==> src/rtl/clk_div_pkg.sv <==
// Shared constants and helpers for the programmable clock divider.
//   CLK_HZ     : board clock frequency
//   DEF_CNT_W  : default counter / half-period width
//   DEF_HALF   : default half-period loaded at reset (~277.18 Hz output)
//   half_for_hz: half-period register value that yields a given output frequency
package clk_div_pkg;

  localparam int unsigned CLK_HZ    = 50_000_000;
  localparam int unsigned DEF_CNT_W = 26;
  localparam int unsigned DEF_HALF  = 90194;

  // Output period is 2*(half+1) clocks, so half = CLK_HZ/(2*hz) - 1.
  function automatic int unsigned half_for_hz(input int unsigned hz);
    return CLK_HZ / (2 * hz) - 1;
  endfunction

endpackage

==> src/rtl/clk_div_ch.sv <==
// One divider channel: 50 %-duty square wave plus a one-cycle tick on each rising toggle.
// A newly loaded half-period is held in a shadow register and only takes effect at the
// terminal count (or immediately while disabled), so the output never shows a runt pulse.
//   clk_50MHz : clock
//   reset     : synchronous active-high reset
//   en        : run enable; low forces the channel to ctr=0, clk_out=0
//   load      : accept load_val into the shadow register this cycle
//   load_val  : new half-period
//   clk_out   : divided square wave (registered)
//   tick      : one-cycle strobe following each 0->1 edge of clk_out (registered)
module clk_div_ch
  import clk_div_pkg::*;
#(
  parameter int unsigned CNT_W        = DEF_CNT_W,
  parameter int unsigned DEFAULT_HALF = DEF_HALF
) (
  input  logic             clk_50MHz,
  input  logic             reset,
  input  logic             en,
  input  logic             load,
  input  logic [CNT_W-1:0] load_val,
  output logic             clk_out,
  output logic             tick
);

  logic [CNT_W-1:0] ctr_q, ctr_d;
  logic [CNT_W-1:0] half_q, half_d;
  logic [CNT_W-1:0] shadow_q, shadow_d;
  logic             pending_q, pending_d;
  logic             clk_out_q, clk_out_d;
  logic             tick_q, tick_d;
  logic             terminal;
  logic             apply;

  assign terminal = (ctr_q == half_q);
  // Safe points to swap in a new half-period: end of a half-period, or any time while idle.
  assign apply    = en ? terminal : 1'b1;

  always_comb begin
    ctr_d     = ctr_q;
    half_d    = half_q;
    shadow_d  = shadow_q;
    pending_d = pending_q;
    clk_out_d = clk_out_q;
    tick_d    = 1'b0;

    if (en) begin
      if (terminal) begin
        ctr_d     = '0;
        clk_out_d = ~clk_out_q;
        tick_d    = ~clk_out_q;
      end else begin
        ctr_d = ctr_q + CNT_W'(1);
      end
    end else begin
      ctr_d     = '0;
      clk_out_d = 1'b0;
    end

    if (apply && pending_q) begin
      half_d    = shadow_q;
      pending_d = 1'b0;
    end

    // Evaluated after the apply step: a load coinciding with the swap lets the old shadow
    // go live and leaves the new value pending for the next safe point.
    if (load) begin
      shadow_d  = load_val;
      pending_d = 1'b1;
    end
  end

  always_ff @(posedge clk_50MHz) begin
    if (reset) begin
      ctr_q     <= '0;
      half_q    <= CNT_W'(DEFAULT_HALF);
      shadow_q  <= CNT_W'(DEFAULT_HALF);
      pending_q <= 1'b0;
      clk_out_q <= 1'b0;
      tick_q    <= 1'b0;
    end else begin
      ctr_q     <= ctr_d;
      half_q    <= half_d;
      shadow_q  <= shadow_d;
      pending_q <= pending_d;
      clk_out_q <= clk_out_d;
      tick_q    <= tick_d;
    end
  end

  assign clk_out = clk_out_q;
  assign tick    = tick_q;

endmodule

==> src/rtl/prog_clk_div.sv <==
// Multi-channel run-time programmable clock divider.
// Holds the valid/ready config port and decodes the target channel; the dividing itself
// lives in clk_div_ch.
//   clk_50MHz : board clock
//   reset     : synchronous active-high reset
//   en        : per-channel run enable
//   cfg_valid : config request
//   cfg_ready : config port can accept (busy for one cycle after each transfer)
//   cfg_ch    : target channel; out-of-range indices complete the handshake with no effect
//   cfg_half  : new half-period value
//   clk_out   : per-channel divided square waves
//   tick      : per-channel one-cycle pulse after each clk_out rising edge
module prog_clk_div
  import clk_div_pkg::*;
#(
  parameter int unsigned  NUM_CH       = 4,
  parameter int unsigned  CNT_W        = DEF_CNT_W,
  parameter int unsigned  DEFAULT_HALF = DEF_HALF,
  localparam int unsigned CH_W         = (NUM_CH > 1) ? $clog2(NUM_CH) : 1
) (
  input  logic              clk_50MHz,
  input  logic              reset,
  input  logic [NUM_CH-1:0] en,
  input  logic              cfg_valid,
  output logic              cfg_ready,
  input  logic [CH_W-1:0]   cfg_ch,
  input  logic [CNT_W-1:0]  cfg_half,
  output logic [NUM_CH-1:0] clk_out,
  output logic [NUM_CH-1:0] tick
);

  logic              cfg_ready_q, cfg_ready_d;
  logic              xfer;
  logic [NUM_CH-1:0] load;

  assign xfer = cfg_valid & cfg_ready_q;

  // One busy cycle after every accepted transfer.
  always_comb begin
    cfg_ready_d = ~xfer;
  end

  always_ff @(posedge clk_50MHz) begin
    if (reset) begin
      cfg_ready_q <= 1'b1;
    end else begin
      cfg_ready_q <= cfg_ready_d;
    end
  end

  assign cfg_ready = cfg_ready_q;

  for (genvar i = 0; i < NUM_CH; i++) begin : g_ch
    assign load[i] = xfer && (cfg_ch == CH_W'(i));

    clk_div_ch #(
      .CNT_W        (CNT_W),
      .DEFAULT_HALF (DEFAULT_HALF)
    ) u_ch (
      .clk_50MHz (clk_50MHz),
      .reset     (reset),
      .en        (en[i]),
      .load      (load[i]),
      .load_val  (cfg_half),
      .clk_out   (clk_out[i]),
      .tick      (tick[i])
    );
  end

endmodule
==> config.mk <==
export PLATFORM = sky130hd
export DESIGN_NAME = prog_clk_div
export DESIGN_NICKNAME = d
export VERILOG_FILES = /design/src/rtl/clk_div_pkg.sv /design/src/rtl/clk_div_ch.sv /design/src/rtl/prog_clk_div.sv
export SDC_FILE = /design/constraint.sdc
export NUM_CORES = 1
export LEC_CHECK = 0
export ABC_AREA = 1
export BUFFER_PORTS_ARGS = -buffer_cell sky130_fd_sc_hd__buf_2
export CAP_MARGIN = 25
export CORE_ASPECT_RATIO = 1.75
export CORE_MARGIN = 1.5
export CORE_UTILIZATION = 64
export CTS_BUF_LIST = sky130_fd_sc_hd__clkbuf_8
export DETAILED_ROUTE_END_ITERATION = 12
export PLACE_DENSITY_LB_ADDON = 0.12
export SLEW_MARGIN = 5
export SYNTH_ARGS = -nofsm -noshare
export SYNTH_HDL_FRONTEND = slang
export SYNTH_SLANG_ARGS = --single-unit
==> constraint.sdc <==
create_clock -name clk_50MHz -period 2.4 [get_ports clk_50MHz]
set_clock_uncertainty 0.2 [all_clocks]
set_input_delay 0.12 -clock clk_50MHz [delete_from_list [all_inputs] [get_ports clk_50MHz]]
set_output_delay 0.12 -clock clk_50MHz [all_outputs]
set_load 0.02 [all_outputs]
* After elaboration in Yosys (flattened, before gate mapping)
Cells that the tools add are included.
** Storage, ports and cells
- Register bits after elaboration :: 325
- Bits in latches :: 0
- Memory bits (writable) :: 0
- Bits in read-only memories :: 0
- Logic and storage cells :: 87
- Memories kept :: 0
** Cells by class
- Add/subtract/negate cells :: 4
- Multipliers :: 0
- Div/mod/pow operators :: 0
- Order comparisons :: 0
- Eq/ne operators :: 7
- Shift operators :: 0
- Multiplexer cells :: 12
- Bitwise gates (word level) :: 14
- Reductions and logical operators :: 25
** Operators by type and width (number)
- $add A26 B1 Y26 const B :: 4
- $eq A26 B26 Y1 :: 4
- $reduce_or A3 Y1 :: 8
- $not A1 Y1 :: 13
- $mux W1 :: 12
- $logic_and A1 B1 Y1 :: 8
- $reduce_bool A2 Y1 :: 4
- $reduce_or A2 Y1 :: 4
- $eq A2 B2 Y1 const B :: 2
- $eq A2 B1 Y1 const B :: 1
- $logic_not A2 Y1 :: 1
- $and A1 B1 Y1 :: 1

* Longest topological paths before layout
Gate-level depths: netlist (run 1).
- Depth after elaboration :: 5
- Mapped depth :: 14

* Modules after synthesis
From an unflattened synthesis (run 1), not the netlist that was laid out.
** Second synthesis, totals
- Cells, all modules :: 2161
- Area, all modules :: 14895.5 um2
** By module, submodules not included
- clk_div_ch :: times used 4, cells an instance 537, area each 3706.1 um2
- prog_clk_div :: times used 1, cells an instance 13, area each 71.3 um2

* Worst setup path before layout (run 1)
OpenSTA, ideal clock, no wires.
- Path type :: register -> register
- Start point :: reg cfg_ready_q, in the netlist cfg_ready
- End point :: reg g_ch[3].u_ch.shadow_q[22]
- Arrival time :: 1.530 ns
- Setup slack :: 0.541 ns
- Stages on the path, launching flop included :: 8
- Buffers on the path :: 2
- Cell sequence :: dfxtp_1 nand2_1 nor3_2 inv_1 clkbuf_1 clkbuf_1 o21ai_0 a21oi_1
** On the way
- Longest elaborated chain between the ends :: 2
** Ends and longest elaborated chain
- from (decl) :: line prog_clk_div.sv:32 : logic cfg_ready_q, cfg_ready_d;
- from (signal assigned) :: line prog_clk_div.sv:47 : cfg_ready_q <= cfg_ready_d;
- $and A1 B1 Y1 :: line prog_clk_div.sv:36 : assign xfer = cfg_valid & cfg_ready_q;
- $logic_and A1 B1 Y1 :: line prog_clk_div.sv:54 : assign load[i] = xfer && (cfg_ch == CH_W'(i));
- to (signal assigned) :: line clk_div_ch.sv:77 : shadow_q <= CNT_W'(DEFAULT_HALF);
- to (signal assigned) :: line clk_div_ch.sv:84 : shadow_q <= shadow_d;
- to (decl) :: line clk_div_ch.sv:28 : logic [CNT_W-1:0] shadow_q, shadow_d;
No other way between the ends.
A chain may end at the register's enable or synchronous reset.

* Worst setup path in the final report (run 1)
- Start point :: reg cfg_ready_q, in the netlist cfg_ready
- End point :: reg g_ch[2].u_ch.shadow_q[12]
** On the way
- Longest elaborated chain between the ends :: 2
** Ends and longest elaborated chain (line)
- $and A1 B1 Y1 :: prog_clk_div.sv:36
- $logic_and A1 B1 Y1 :: prog_clk_div.sv:54
- to (signal assigned) :: clk_div_ch.sv:77
- to (signal assigned) :: clk_div_ch.sv:84
- to (decl) :: clk_div_ch.sv:28
No other way between the ends.

==> flow_metrics.env, run 1 <==
export IMPL_p_seq_frac=0.512
export IMPL_drt_total_wl_um=38300
export IMPL_synthesis_nets=2240
export IMPL_synth_common_cells="nand2_1, dfxtp_1, nor2_1, inv_1, a21oi_1"
export IMPL_place_ws_ns=0.223
export IMPL_clk_pin_slew_ns=0.07
export IMPL_setup_viol=0
export IMPL_path_class="reg -> reg"
export IMPL_final_setup_worst_slack_ns=0.123
export IMPL_synth_warnings=0
export IMPL_tritoncts="done"
export IMPL_die_h_um=206
export IMPL_die_area_sq_mm=0.0246
export IMPL_cp_start_kind="flip-flop"
export IMPL_whs_ns=0.129
export IMPL_numPlacedInstances=2481
export IMPL_p_sw_frac=0.247
export IMPL_antenna_cells=0
export IMPL_synthCells=2201
export IMPL_ant_nets=0
export IMPL_area_sequential_sq_mm=0.00651
export IMPL_clkSinkCount=325
export IMPL_ys_types=36
export IMPL_grt_pass1_wl_um=62400
export IMPL_p_leak_nw=6.84
export IMPL_route_detailed_drc=0
export IMPL_hold_class="in -> reg"
export IMPL_cp_arrival_ns=2.53
export IMPL_ys_seq_area_frac=0.430
export IMPL_maxSlewViolCount=0
export IMPL_ctsHtreeMaxLevel=2
export IMPL_core_sq_mm=0.0232
export IMPL_grt_pass1_vias=13300
export IMPL_die_w_um=119
export IMPL_power_switching_mw=2.71
export IMPL_synth_most_common_cell="nand2_1"
export IMPL_netlist_area_sq_mm=0.0151
export IMPL_hold_viol_final=0
export IMPL_fin_crit_sh=0.949
export IMPL_period_needed_ns=2.28
export IMPL_ios=44
export IMPL_pwr_share_comb=0.069
export IMPL_start_util=0.650
export IMPL_drt_first_pass_iters=6
export IMPL_grt_max_degree=64
export IMPL_syn2layout_area_growth_pct=11.5
export IMPL_clk_latency_ns=0.59
export IMPL_netlist_area_leader_share=0.430
export IMPL_syn_area_per_cell_sq_um=6.87
export IMPL_critPathMaxFanout=47
export IMPL_synth_edff_count=0
export IMPL_drtIter0Drc=940
export IMPL_synth_main_ff_cell="dfxtp_1"
export IMPL_via_count=14100
export IMPL_cts_max_path_buffers=3
export IMPL_nets=2303
export IMPL_cts_setup_buffers=0
export IMPL_internal_power_mw=8.26
export IMPL_synth_top_area_cell="dfxtp_1"
export IMPL_p_per_area_mw_per_mm2=651
export IMPL_critPathRequiredTime_ns=2.66
export IMPL_fin_cells=2599
export IMPL_wl_per_cell_um=14.7
export IMPL_max_freq_mhz=439
export IMPL_drive_gt1_frac=0.0858
export IMPL_grt_use_total=0.315
export IMPL_cap_violations=0
export IMPL_clockPowerShare=0.419
export IMPL_cp_end_kind="flip-flop"
export IMPL_synth_area_leaders="dfxtp_1, nand2_1, nor2_1"
export IMPL_io_buffers=43
export IMPL_num_rows=74
export IMPL_gr_total_overflow=0
export IMPL_multi_input_area_sq_mm=0.00705
export IMPL_ir_drop_v=0.000520
export IMPL_worst_pin_slew_ns=0.699
export IMPL_n_fill_cell=1971
export IMPL_root_buffer="clkbuf_8"
export IMPL_hpwl_um=27100
export IMPL_cts_buffers=47
export IMPL_synthArstFlopShare=0
export IMPL_relSlewSlack=0.533
export IMPL_ys_ff_latch=325
export IMPL_finalWeightedCongestion=0.969
export IMPL_drt_vias_per_instance=5.41
export IMPL_status="finished clean"
export IMPL_antenna_found_initial=0
## logic make-up (layout without fill, tap and decap cells)
group,count (synthesis),count (layout),synth area share
simple gates,1117,1117,0.317
buf+inv,375,469,0.103
flops,325,325,0.430
compound gates,299,299,0.0993
xor+xnor,81,81,0.0469
fa+ha+maj,4,4,0.00331
## worst max-delay path: stages (launching register included)
cell,delay [ns]
dfxtp_1,0.38
nand2_1,0.16
nor3_2,0.13
dlygate4sd3_1,0.58
buf_4,0.16
inv_2,0.03
buf_4,0.24
o21ai_0,0.21
a21oi_1,0.05
## routing by layer
metal	part of all wire	global-route usage	vias up	wire, um
met3	0.043	0.0447	157	1660
met4	0.060	0.195	0	2300
met1	0.38	0.330	6431	14500
met2	0.52	0.588	376	19900
met5	0	0	-	0
li1	-	-	7087	-
## worst paths after layout
kind,end,start,slack [ns],cells after the start
worst max register to register,g_ch[2].u_ch.shadow_q[12],cfg_ready,0.12,8
worst min-delay path,cfg_ready,cfg_valid,0.13,3
worst min register to register,g_ch[3].u_ch.shadow_q[7],g_ch[3].u_ch.shadow_q[7],0.25,2
worst max-delay path,g_ch[2].u_ch.shadow_q[12],cfg_ready,0.12,8
## placed cells by master, fill, tap and decap left out, types with 2 or more instances in the layout
cell type      count
ha_1               4
xor2_1            70
bufinv_16          4
nor3_4             2
buf_4             33
xnor2_1           11
nor3b_1            7
dlygate4sd3_1     38
clkbuf_8          53
clkinv_2           6
nand3_1          198
nor2_1           284
nor3_2             8
inv_1            265
o21ai_0           82
or2_0              4
a31oi_1            3
or2_2              8
nor3_1            29
clkinvlp_4         2
nand3_2            5
inv_6              2
buf_12             5
nor4_1            10
nand2_1          520
nor2_2             5
inv_2             16
buf_2             43
dfxtp_1          325
nand4_1           32
a21oi_1          199
o21ai_1           14
## power by group through the flow
stage | sequential, mW | combinational [mW] | clock [mW]
2_1_floorplan | 5.71 | 0.503 | 0
3_3_place_gp | 5.73 | 0.689 | 0
3_5_place_dp | 5.74 | 0.705 | 0
4_1_cts | 5.62 | 0.754 | 4.68
5_1_grt | 5.63 | 0.852 | 4.87
6_report | 5.62 | 0.762 | 4.59
## registers in the layout, indices dropped and copies added (netlist names)
signal and count:
g_ch.u_ch.shadow_q 104, g_ch.u_ch.clk_out 4, g_ch.u_ch.ctr_q 104, g_ch.u_ch.tick 4
g_ch.u_ch.pending_q 4, cfg_ready 1, g_ch.u_ch.half_q 104
## final cells by class
type	count	share of cell area
clock buffers	53	0.0433
clock inverters	27	0.0134
inverters	269	0.0602
multi-input cells	1501	0.418
flip-flops and latches	325	0.386
well taps	304	0.0226
repair buffers	120	0.0566
## per-stage QoR
step | instance area, sq um | total power [mW] | TNS, ns | utilization
floorplan | 15100 | 6.22 | 0 | -
global placement | 15500 | 6.42 | 0 | 0.668
detailed placement | 15500 | 6.44 | 0 | 0.668
CTS | 16900 | 11.0 | 0 | 0.725
global route | 16900 | 11.4 | -0.00591 | 0.725
finish | 16900 | 11.0 | 0 | 0.725
## timing repair
| item | in CTS | in global routing |
|---|---|---|
| hold endpoints to repair | 298 | 0 |
| resized for setup | 0 | 3 |
| hold buffers | 38 | 0 |
| endpoints found under the setup margin | 0 | 13 |
Note: power is estimated with default switching activity, not from simulation.
==> run 2: changes to the inputs <==
--- a/config.mk
+++ b/config.mk
@@ -5,7 +5,7 @@
 export SDC_FILE = /design/constraint.sdc
 export NUM_CORES = 1
 export LEC_CHECK = 0
-export ABC_AREA = 1
+export ABC_AREA = 0
 export BUFFER_PORTS_ARGS = -buffer_cell sky130_fd_sc_hd__buf_2
 export CAP_MARGIN = 25
 export CORE_ASPECT_RATIO = 1.75
==> flow_metrics.env, run 2 <==
export IMPL_status="finished clean"
export IMPL_synthArstFlopShare=0
export IMPL_power_switching_mw=2.41
export IMPL_synthCells=1630
export IMPL_synthesis_nets=1669
export IMPL_finalWeightedCongestion=0.894
export IMPL_wl_per_cell_um=16.0
export IMPL_internal_power_mw=8.14
export IMPL_ys_types=40
export IMPL_cp_start_kind="flip-flop"
export IMPL_clk_latency_ns=0.58
export IMPL_cts_buffers=46
export IMPL_die_h_um=201
export IMPL_place_ws_ns=0.0935
export IMPL_drtIter0Drc=673
export IMPL_fin_cells=2042
export IMPL_tritoncts="done"
export IMPL_cp_end_kind="flip-flop"
export IMPL_synth_common_cells="dfxtp_1, nand2_1, nor2_1, nand2b_1, xor2_1"
export IMPL_power_mw=10.6
export IMPL_critPathRequiredTime_ns=2.71
export IMPL_drt_vias_per_instance=5.36
export IMPL_fin_tns_setup_ns=0
export IMPL_netlist_area_sq_mm=0.0144
export IMPL_ys_seq_area_frac=0.452
export IMPL_p_seq_frac=0.523
export IMPL_synth_warnings=0
export IMPL_hold_class="in -> reg"
export IMPL_cp_arrival_ns=2.68
export IMPL_antenna_cells=0
export IMPL_root_buffer="clkbuf_8"
export IMPL_cap_violations=0
export IMPL_ios=44
export IMPL_synth_edff_count=0
export IMPL_setup_viol=0
export IMPL_nets=1755
export IMPL_io_buffers=43
export IMPL_num_rows=72
export IMPL_start_util=0.652
export IMPL_cts_max_path_buffers=3
export IMPL_ir_drop_v=0.000510
export IMPL_final_cell_mix="dfxtp_1, nand2_1, nor2_1, nand2b_1, xor2_1"
export IMPL_core_sq_mm=0.0221
export IMPL_path_class="reg -> reg"
export IMPL_period_needed_ns=2.38
export IMPL_synth_area_leaders="dfxtp_1, xor2_1, mux2i_1"
export IMPL_clk_pin_slew_ns=0.07
export IMPL_ant_nets=0
export IMPL_clockPowerShare=0.425
export IMPL_hpwl_um=21900
export IMPL_synth_most_common_cell="dfxtp_1"
export IMPL_critPathMaxFanout=13
export IMPL_ctsHtreeMaxLevel=2
export IMPL_drt_first_pass_iters=4
export IMPL_max_freq_mhz=421
export IMPL_ys_ff_latch=325
export IMPL_p_sw_frac=0.229
export IMPL_grt_pass1_vias=10700
export IMPL_drt_total_wl_um=32600
export IMPL_p_leak_nw=5.98
export IMPL_grt_use_total=0.280
export IMPL_gr_total_overflow=0
export IMPL_antenna_found_initial=0
export IMPL_die_area_sq_mm=0.0234
export IMPL_whs_ns=0.209
export IMPL_worst_pin_slew_ns=0.521
export IMPL_grt_max_degree=111
export IMPL_grt_pass1_wl_um=52200
export IMPL_layout_commonest_cell="dfxtp_1"
export IMPL_final_setup_worst_slack_ns=0.0225
export IMPL_syn_area_per_cell_sq_um=8.82
export IMPL_synth_top_area_cell="dfxtp_1"
export IMPL_reg_top3="g_ch.u_ch.ctr_q: 104 flops, g_ch.u_ch.half_q: 104 flops, g_ch.u_ch.shadow_q: 104 flops"
export IMPL_hold_viol_final=0
export IMPL_fin_crit_sh=0.991
export IMPL_via_count=11000
export IMPL_drive_gt1_frac=0.104
export IMPL_synth_main_ff_cell="dfxtp_1"
export IMPL_numPlacedInstances=1920
export IMPL_maxSlewViolCount=0
export IMPL_route_detailed_drc=0
export IMPL_relSlewSlack=0.653
export IMPL_netlist_area_leader_share=0.452
export IMPL_syn2layout_area_growth_pct=14.0
export IMPL_die_w_um=116
export IMPL_pwr_share_comb=0.052
export IMPL_clkSinkCount=325
export IMPL_p_per_area_mw_per_mm2=643
==> run 2: power groups by stage <==
stage          combinational [mW]  sequential (mW)  clock (mW)
3_5_place_dp                0.493             5.63           0
2_1_floorplan               0.318             5.62           0
3_3_place_gp                0.486             5.63           0
4_1_cts                     0.540             5.51        4.59
5_1_grt                     0.593             5.52        4.80
6_report                    0.549             5.52        4.49
==> run 2: cell families (layout without fill, tap and decap cells) <==
kind of cell    Yosys count  in the layout  synth area share
flops                   325            325             0.452
buf+inv                 114            230            0.0415
fa+ha+maj                 4              4           0.00348
simple gates            782            782             0.268
compound gates          101            101            0.0395
xor+xnor                200            200             0.123
mux                     104            104            0.0724
==> run 2: final cells by class <==
type	count	area, sq um
Multi-Input combinational cell	1191	7340
Inverter	19	71.3
Clock inverter	18	125
Sequential cell	325	6510
Tap cell	296	370
Clock buffer	60	826
Timing Repair Buffer	133	1150
Fill cell	1712	5670
==> run 2: worst paths after layout <==
kind	from	to	cells past startpoint	slack (ns)
worst min register to register	g_ch[1].u_ch.clk_out	g_ch[1].u_ch.tick	1	0.25
worst max-delay path	g_ch[2].u_ch.ctr_q[17]	g_ch[2].u_ch.half_q[24]	7	0.02
worst max register to register	g_ch[2].u_ch.ctr_q[17]	g_ch[2].u_ch.half_q[24]	7	0.02
worst min-delay path	cfg_half[15]	g_ch[1].u_ch.shadow_q[15]	4	0.21
==> run 2: worst max-delay path, stage by stage, from the launching register on <==
cell	delay, ns
dfxtp_1	0.43
xor2_1	0.10
nor4_1	0.45
nand4_1	0.26
o32ai_4	0.33
buf_4	0.16
clkbuf_16	0.17
mux2i_1	0.19
==> run 2: per-layer routing <==
layer	track usage	wire (um)
met1	0.332	13600
met5	0	0
met3	0.0395	1000
met4	0.114	1240
met2	0.499	16700
==> run 2: metrics by stage <==
step	util	area [sq um]
4_1_cts	0.738	16300
2_1_floorplan	-	14400
3_5_place_dp	0.678	15000
3_3_place_gp	0.678	15000
5_1_grt	0.743	16400
6_report	0.743	16400
==> run 2: repair_timing <==
action | 4_1_cts | 5_1_grt
endpoints found under the setup margin | 0 | 44
resized for setup | 0 | 2
hold endpoints to repair | 287 | 0
setup buffers | 0 | 4
hold buffers | 37 | 0
